**src/rtl/accum_pkg.sv**
```systemverilog
// Shared types for the accumulation engine.
//   state_e : engine FSM states (IDLE / RUN / DONE)
//   op_e    : run operation selected by op_i (SUM / MAX / MIN / SAT)
package accum_pkg;

  typedef enum logic [1:0] {
    ST_IDLE = 2'd0,
    ST_RUN  = 2'd1,
    ST_DONE = 2'd2
  } state_e;

  typedef enum logic [1:0] {
    OP_SUM = 2'd0,
    OP_MAX = 2'd1,
    OP_MIN = 2'd2,
    OP_SAT = 2'd3
  } op_e;

endpackage : accum_pkg

```
**src/rtl/sat_add.sv**
```systemverilog
// ACC_W-bit unsigned adder with carry-out and optional clamp to all-ones.
// Ports:
//   a, b    : addends
//   sat     : clamp the sum to 2^ACC_W-1 when the add carries out
//   sum_c   : wrapped or clamped sum (combinational)
//   carry_c : carry-out of the raw add (combinational)
module sat_add #(
  parameter int unsigned ACC_W = 16
) (
  input  logic [ACC_W-1:0] a,
  input  logic [ACC_W-1:0] b,
  input  logic             sat,
  output logic [ACC_W-1:0] sum_c,
  output logic             carry_c
);

  logic [ACC_W:0] full;

  always_comb begin
    full    = {1'b0, a} + {1'b0, b};
    carry_c = full[ACC_W];
    sum_c   = (sat && carry_c) ? '1 : full[ACC_W-1:0];
  end

endmodule : sat_add

```
**src/rtl/accum_engine.sv**
```systemverilog
// Streaming accumulator: after start_i, consumes n_i samples through a
// valid/ready handshake and reduces them by SUM, MAX, MIN or saturating SUM.
// Ports:
//   clk_i, rst_i      : clock, synchronous active-high reset
//   start_i, op_i, n_i: run request, operation, sample count (IDLE/DONE only)
//   valid_i, data_i   : sample stream
//   ready_o           : sample accepted this cycle when valid_i=1 (RUN only)
//   busy_o            : run in progress
//   done_o            : result valid, held until next start or reset
//   result_o          : accumulator register (intermediate values during RUN)
//   ovf_o             : sticky wrap/saturation flag for the current run
module accum_engine
  import accum_pkg::*;
#(
  parameter int unsigned DATA_W = 8,
  parameter int unsigned CNT_W  = 8,
  parameter int unsigned ACC_W  = 16
) (
  input  logic              clk_i,
  input  logic              rst_i,
  input  logic              start_i,
  input  logic [1:0]        op_i,
  input  logic [CNT_W-1:0]  n_i,
  input  logic              valid_i,
  input  logic [DATA_W-1:0] data_i,
  output logic              ready_o,
  output logic              busy_o,
  output logic              done_o,
  output logic [ACC_W-1:0]  result_o,
  output logic              ovf_o
);

  state_e             state;
  op_e                op_q;
  logic [CNT_W-1:0]   n_q;
  logic [CNT_W-1:0]   cnt_q;
  logic [ACC_W-1:0]   acc_q;
  logic               ovf_q;
  logic               done_q;
  logic               busy_q;
  logic               ready_q;

  logic [ACC_W-1:0]   sample_ext;
  logic [ACC_W-1:0]   add_sum;
  logic               add_carry;
  logic [CNT_W-1:0]   cnt_nxt;
  logic               accept;
  logic               first;

  assign sample_ext = ACC_W'(data_i);
  assign cnt_nxt    = cnt_q + CNT_W'(1);
  assign accept     = valid_i && ready_q;
  // MAX/MIN load the first sample unconditionally instead of comparing to 0.
  assign first      = (cnt_q == '0);

  sat_add #(
    .ACC_W (ACC_W)
  ) u_sat_add (
    .a       (acc_q),
    .b       (sample_ext),
    .sat     (op_q == OP_SAT),
    .sum_c   (add_sum),
    .carry_c (add_carry)
  );

  // Engine FSM; every output is a register updated here.
  always_ff @(posedge clk_i) begin
    if (rst_i) begin
      state   <= ST_IDLE;
      op_q    <= OP_SUM;
      n_q     <= '0;
      cnt_q   <= '0;
      acc_q   <= '0;
      ovf_q   <= 1'b0;
      done_q  <= 1'b0;
      busy_q  <= 1'b0;
      ready_q <= 1'b0;
    end else begin
      case (state)
        ST_IDLE, ST_DONE: begin
          if (start_i) begin
            op_q  <= op_e'(op_i);
            n_q   <= n_i;
            cnt_q <= '0;
            acc_q <= '0;
            ovf_q <= 1'b0;
            if (n_i == '0) begin
              // Empty run completes immediately with a zero result.
              state   <= ST_DONE;
              done_q  <= 1'b1;
              busy_q  <= 1'b0;
              ready_q <= 1'b0;
            end else begin
              state   <= ST_RUN;
              done_q  <= 1'b0;
              busy_q  <= 1'b1;
              ready_q <= 1'b1;
            end
          end
        end

        ST_RUN: begin
          if (accept) begin
            cnt_q <= cnt_nxt;
            case (op_q)
              OP_SUM, OP_SAT: begin
                acc_q <= add_sum;
                if (add_carry) ovf_q <= 1'b1;
              end
              OP_MAX: if (first || (sample_ext > acc_q)) acc_q <= sample_ext;
              OP_MIN: if (first || (sample_ext < acc_q)) acc_q <= sample_ext;
              default: acc_q <= acc_q;
            endcase
            if (cnt_nxt == n_q) begin
              state   <= ST_DONE;
              done_q  <= 1'b1;
              busy_q  <= 1'b0;
              ready_q <= 1'b0;
            end
          end
        end

        default: begin
          state   <= ST_IDLE;
          done_q  <= 1'b0;
          busy_q  <= 1'b0;
          ready_q <= 1'b0;
        end
      endcase
    end
  end

  assign ready_o  = ready_q;
  assign busy_o   = busy_q;
  assign done_o   = done_q;
  assign result_o = acc_q;
  assign ovf_o    = ovf_q;

endmodule : accum_engine

```
**config.mk**
```make
export PLATFORM = sky130hd
export DESIGN_NAME = accum_engine
export DESIGN_NICKNAME = d
export VERILOG_FILES = /design/src/rtl/accum_pkg.sv /design/src/rtl/sat_add.sv /design/src/rtl/accum_engine.sv
export SDC_FILE = /design/constraint.sdc
export NUM_CORES = 1
export LEC_CHECK = 0
export ABC_AREA = 1
export CELL_PAD_IN_SITES_DETAIL_PLACEMENT = 0
export CELL_PAD_IN_SITES_GLOBAL_PLACEMENT = 1
export CORE_AREA = 2 2 95 97
export DETAILED_ROUTE_END_ITERATION = 10
export DIE_AREA = 0 0 97 99
export PLACE_DENSITY = 0.81
export SLEW_MARGIN = 0
export SYNTH_ARGS = -nofsm -noshare
export SYNTH_HDL_FRONTEND = slang
export SYNTH_SLANG_ARGS = --single-unit
```
**constraint.sdc**
```tcl
create_clock -name clk_i -period 1.9 [get_ports clk_i]
set_clock_uncertainty 0.2 [all_clocks]
set_input_delay 0.38 -clock clk_i [delete_from_list [all_inputs] [get_ports clk_i]]
set_output_delay 0.38 -clock clk_i [all_outputs]
set_load 0.01 [all_outputs]
```
==> results.toml, run 1 <==
[run_status]
status = "complete, but fails checks"
violations = "setup timing"

[pwr]
p_leak_nw = 2.262
vdd_drop_max_uv = 435.8
p_total_mw = 2.480
pwr_density_cell_nw_per_um2 = 531.3

[clock_tree]
max-clock-path-buffers = 2
cts.sinks = 37
cts_tree = "yes"
htree_levels = 2
cts_hold_buf = 0
cts.clk_slew.worst_paths_ns = 0.09
cts_root_buf = "clkbuf_8"
cts_made_buffers = 5
insertion_delay_ns = 0.31

[sta]
rsz0062_at_grt = "true"
fin_crit_sh = 1.157
slew_viol_final = 0
period_minus_slack_ns = 2.198
holdWs_ns = 0.2719
fin_ws_ns = -0.2979
hold_viol = 0
relSlewSlack = 0.7789
worst_pin_slew_ns = 0.3294
setup_viol = 17
fmax_ghz = 0.4550

[setup_path]
startpoint = "result_o[5]"
slowest_delay_ns = 0.36
worstPathRequired_ns = 1.95
critPathCaptureType = "flip-flop"
start_kind = "flip-flop"
rr_worst_depth = 15
slowest_stage = "dfxtp_2"
r2r_setup_slack_ns = -0.30
critPathKind = "reg -> reg"
crit_chain = "inv_2 > ha_4 > inv_2 > nor3_4 > nand2_1 > nand2_1 > nand3_1 > nand2_1 > inv_2 > nor2_8 > buf_12 > nand2_4 > nor2_2 > nor2_1 > nor2_1"
crit_fanout = 6
r2r-start = "result_o[5]"
arrival_ns = 2.25
timing.rr.end = "result_o[5]"

[yosys]
synth-seq-area-share = 0.2504
synth.distinct_cells = 33
synth.top_cell.area_share = 0.2504
synth_fp_nets = 516
yosysWarnings = 0
synth_area_per_cell_um2 = 6.267
yosys.area.top_type = "dfxtp_1"
synthCells = 472
ys_ff_latch = 37
syn-cell-area_um2 = 2958
synth_area_leaders = "dfxtp_1 (25%), nand2_1 (15%), ha_1 (8.9%)"

[placed_design]
dp_slack_ns = -0.8663
port-buffer-count = 41
gp_congestion = 0.8835
placed_area_um2 = 4210
dp_hpwl_mm = 6.888
placed_cells = 698

[floorplanning]
start_util = 0.3459
die_x_um = 97
core_region_area_um2 = 8551
die_area_um2 = 9603
core.rowCount = 34
die_h_um = 99
io_pins = 42

[finish]
drive_above_1_share = 0.3088
postLayoutCellArea_um2 = 4667
num_antenna_cells = 0
nNetsFinal = 655
area_growth_pct = 57.78
nFillCells = 818
final_cells = 720

[global_route]
first_global_vias = 3319
overflow = 0
grt_antenna_before_repair = 0
grt_pass1_wl_mm = 15.19
grt_max_degree = 26
track_usage = 0.1907

[min_path]
hold-path-endpoint = "n_q[4]"
hold_depth = 2
min_from = "n_q[4]"
hp-class = "reg -> reg"

[drt]
via_count = 3509
drc = 0
drtIter0Drc = 114
routed_wirelength_mm = 9.156
final_antenna_net_count = 0
routedWlPerCell_um = 12.72
routed_via_density = 4.874
drtPass1Iterations = 4

[job]
drv_cap = 0
[metal layers]
metal  up-vias  GRT usage  share of wire
met5         -          0              0
met3         9    0.02624          0.050
met2        81     0.3317           0.48
met4         0    0.04334         0.0087
li1       1813          -              -
met1      1606     0.2518           0.46
[repair_timing]
action | CTS | global route
pin swaps | 28 | 25
setup endpoints to repair | 25 | 25
buffers inserted | 8 | 5
cloned | 1 | 0
gates resized for setup | 54 | 28
[metrics by stage]
| step | utilization | setup TNS, ns |
|---|---|---|
| 2_1_floorplan | - | -1.308 |
| 3_3_place_gp | 0.4924 | -13.68 |
| 3_5_place_dp | 0.4924 | -14.41 |
| 4_1_cts | 0.5310 | -3.453 |
| 5_1_grt | 0.5458 | -5.941 |
| 6_report | 0.5458 | -4.091 |
[power by group]
| group | switching (mW) | internal [mW] |
|---|---|---|
| Sequential | 0.0269 | 0.808 |
| Combinational | 0.396 | 0.380 |
| Clock | 0.340 | 0.529 |
[flip-flops by register name (all words and copies together), names as in the netlist]
| signal | flops |
|---|---|
| state | 2 |
| n_q | 8 |
| op_q | 2 |
| ovf_o | 1 |
| cnt_q | 8 |
| result_o | 16 |
[cells in the final DEF, fill, tap and decap left out, drive strengths merged, types with 2 or more instances in the layout]
cell	n
nand2	119
nand3b	3
dfxtp	37
bufinv	2
xor2	4
nand3	53
buf	104
o21ai	20
clkbuf	5
nand4	27
or2	7
nor3	5
a21oi	39
dlymetal6s2s	6
inv	76
clkdlybuf4s15	4
clkdlybuf4s50	22
and2	3
nor2	40
nor4	2
dlygate4sd2	8
ha	21
[synth_stat cells, drive strengths merged]
| cell | number |
|---|---|
| o21ai | 20 |
| o21bai | 1 |
| clkbuf | 5 |
| or2 | 7 |
| ha | 21 |
| a21o | 1 |
| nand2 | 119 |
| nand4 | 27 |
| dfxtp | 37 |
| inv | 75 |
| and2 | 3 |
| fa | 1 |
| nor4 | 2 |
| a31oi | 1 |
| nand3 | 52 |
| nor3 | 5 |
| buf | 8 |
| o21a | 1 |
| a21oi | 39 |
| nor2 | 40 |
| nand3b | 3 |
| xor2 | 4 |
[kinds of logic after synthesis]
family / after synthesis / share of synthesized area
and+or+nand+nor: 258 / 0.4023
buffers and inverters: 88 / 0.1303
AOI/OAI and AO/OA: 63 / 0.1096
DFF: 37 / 0.2504
adders and majority gates: 22 / 0.09560
xor gates and xnor gates: 4 / 0.01184
[how the worst max path moves through the flow]
stage | end | slack (ns) | cells after the start
after global routing | result_o[5] | -0.40 | 15
after floorplan | result_o[14] | -0.1 | 11
after CTS | result_o[3] | -0.25 | 13
after detailed placement | result_o[3] | -0.87 | 13
final | result_o[5] | -0.30 | 15
after global placement | result_o[7] | -0.84 | 15
[worst max-delay path: cells and delay by family, from the launching register on]
kind	cells	cell delay, ns
adder cells (fa/ha/maj)	1	0.29
buffers and inverters	4	0.30
flip-flops	1	0.36
AND/OR/NAND/NOR	10	0.98
[layout make-up]
cell class              instances  area [µm²]  area share
clock buffers                   5       68.82     0.01475
clock inverters                 3       68.82     0.01475
inverters                      75       296.5     0.06354
multi-input cells             348        2093      0.4485
flip-flops and latches         37       768.2      0.1646
well taps                     108       135.1     0.02895
repair buffers                144        1236      0.2649
(Power assumes the default switching activity.)
==> inputs of run 2 (changes only) <==
--- a/config.mk
+++ b/config.mk
@@ -8,10 +8,10 @@
 export ABC_AREA = 1
 export CELL_PAD_IN_SITES_DETAIL_PLACEMENT = 0
 export CELL_PAD_IN_SITES_GLOBAL_PLACEMENT = 1
-export CORE_AREA = 2 2 95 97
+export CORE_AREA = 4 4 93 104
 export DETAILED_ROUTE_END_ITERATION = 10
-export DIE_AREA = 0 0 97 99
-export PLACE_DENSITY = 0.81
+export DIE_AREA = 0 0 97 108
+export PLACE_DENSITY = 0.8
 export SLEW_MARGIN = 0
 export SYNTH_ARGS = -nofsm -noshare
 export SYNTH_HDL_FRONTEND = slang
==> run 2 against run 1 <==
  * The flow still finishes with violations (setup timing)
  * Largest cell class unchanged
  * Power is 12% lower
  * Cell count is 1.4% lower
  * Setup slack better by 0.064 ns
  * Non-clock buffer count is 19 lower
  * Hold slack worse by 0.0025 ns
==> results.toml, run 2 (synthesized netlist as in run 1, its figures left out) <==
[clock_tree]
cts_tree = "yes"
cts_root_buf = "clkbuf_8"
insertion_delay_ns = 0.28
max-clock-path-buffers = 2
cts.clk_slew.worst_paths_ns = 0.07
cts.sinks = 37
cts_hold_buf = 0
htree_levels = 2
cts_made_buffers = 5

[sta]
fin_crit_sh = 1.123
hold_viol = 0
slew_viol_final = 0
relSlewSlack = 0.6924
tns_ns = -3.451
period_minus_slack_ns = 2.134
worst_pin_slew_ns = 0.4598
fin_ws_ns = -0.2342
rsz0062_at_grt = "true"
setup_viol = 18
fmax_ghz = 0.4686

[run_status]
violations = "setup timing"
status = "complete, but fails checks"

[job]
drv_cap = 0

[finish]
drive_above_1_share = 0.3205
num_antenna_cells = 0
largest_register_ffs = 16
nFillCells = 811
postLayoutCellArea_um2 = 4587
final_cell_mix = "nand2_1 (107), buf_4 (76), inv_1 (58)"
nNetsFinal = 640
area_growth_pct = 55.08
final_common_cell = "nand2_1"
fin_util = 0.5276

[global_route]
grt_max_degree = 19
grt_antenna_before_repair = 0
grt_pass1_wl_mm = 15.57
overflow = 0
first_global_vias = 3473
track_usage = 0.1776

[setup_path]
r2r_setup_slack_ns = -0.23
arrival_ns = 2.15
critPathCaptureType = "flip-flop"
critPathKind = "reg -> reg"
worstPathRequired_ns = 1.92
crit_fanout = 6
start_kind = "flip-flop"

[floorplanning]
io_pins = 42
die_x_um = 97
start_util = 0.3402
core_region_area_um2 = 8693
core.rowCount = 36
die_area_um2 = 10480
die_h_um = 108

[drt]
drc = 0
routedWlPerCell_um = 13.24
routed_via_density = 4.931
routed_wirelength_mm = 9.401
drtIter0Drc = 141
via_count = 3501
final_antenna_net_count = 0
drtPass1Iterations = 5

[placed_design]
placed_area_um2 = 4078
dp_hpwl_mm = 7.106
gp_congestion = 0.8374
port-buffer-count = 41

[min_path]
hp-class = "reg -> reg"

[pwr]
vdd_drop_max_uv = 315.6
pwr_density_cell_nw_per_um2 = 475.6
p_leak_nw = 2.168
run 2: cell count changes in the layout (fill, tap and decap cells not counted), sizes merged:
cell           before  now
bufinv              2    0
buf               104   84
clkdlybuf4s50      22   23
clkdlybuf4s15       4    6
nor2               40   43
dlygate4sd2         8    6
clkbuf              5    7
run 2: power breakdown:
group | internal, mW | leakage [nW] | switching [mW] | total [mW]
Sequential | 0.806 | 0.311 | 0.0262 | 0.833
Combinational | 0.380 | 1.81 | 0.414 | 0.794
Clock | 0.288 | 0.0443 | 0.267 | 0.555
run 2: worst max-delay path, cell delays in order (launching register included):
cell and delay, ns:
dfxtp_2 0.34, inv_2 0.05, ha_4 0.28, inv_2 0.05, nor3_4 0.21, nand2_1 0.10
nand2_2 0.08, nand3_2 0.06, nand2_2 0.10, inv_6 0.07, nor2_8 0.21, nand2_2 0.08
nor2_1 0.09, nor2_1 0.04, nor2_1 0.10
run 2: path summary, 6_finish.rpt:
kind | startpoint | endpoint | cells after the start
worst max-delay path | result_o[5] | result_o[7] | 14
worst min-delay path | n_q[4] | n_q[4] | 2
worst max register to register | result_o[5] | result_o[7] | 14
worst min register to register | n_q[4] | n_q[4] | 2
run 2: routing by layer:
metal	part of all wire	wire length, µm	GRT usage	up-vias
met5	0	0	0	-
met3	0.050	466	0.02710	24
li1	-	-	-	1802
met2	0.50	4709	0.3319	95
met1	0.42	3975	0.2081	1580
met4	0.027	250	0.05717	0
run 2: stage by stage:
step / setup WS [ns] / hold WS [ns] / std cells / total power [mW]
finish: -0.2342 / 0.2694 / 710 / 2.181
global route: -0.3507 / 0.3034 / 710 / 2.309
CTS: -0.2457 / 0.2717 / 708 / 2.161
detailed placement: -0.8477 / 0.2616 / 687 / 1.516
global placement: -0.8119 / 0.2577 / 687 / 1.504
floorplan: -0.09568 / 0.2432 / 472 / 1.227
run 2: cell type report:
type | count | area (µm²) | share of cell area
multi-input cells | 351 | 2175 | 0.4741
flip-flops and latches | 37 | 774.5 | 0.1688
well taps | 114 | 142.6 | 0.03110
repair buffers | 125 | 1106 | 0.2411
inverters | 75 | 296.5 | 0.06465
clock buffers | 7 | 86.33 | 0.01882
repair inverters | 1 | 6.256 | 0.001364
run 2: timing repair:
item                                    in CTS  in global routing
resized for setup                           68                 41
pin swaps                                   25                 28
endpoints found under the setup margin      27                 27
gates cloned                                 5                  0
setup buffers                                9                  2
==> inputs of run 3 (changes only) <==
--- a/config.mk
+++ b/config.mk
@@ -9,6 +9,7 @@
 export CELL_PAD_IN_SITES_DETAIL_PLACEMENT = 0
 export CELL_PAD_IN_SITES_GLOBAL_PLACEMENT = 1
 export CORE_AREA = 4 4 93 104
+export CTS_CLUSTER_DIAMETER = 120
 export DETAILED_ROUTE_END_ITERATION = 10
 export DIE_AREA = 0 0 97 108
 export PLACE_DENSITY = 0.8
==> results of run 3 <==
Final layout, timing and power as in run 2 (identical DEF).
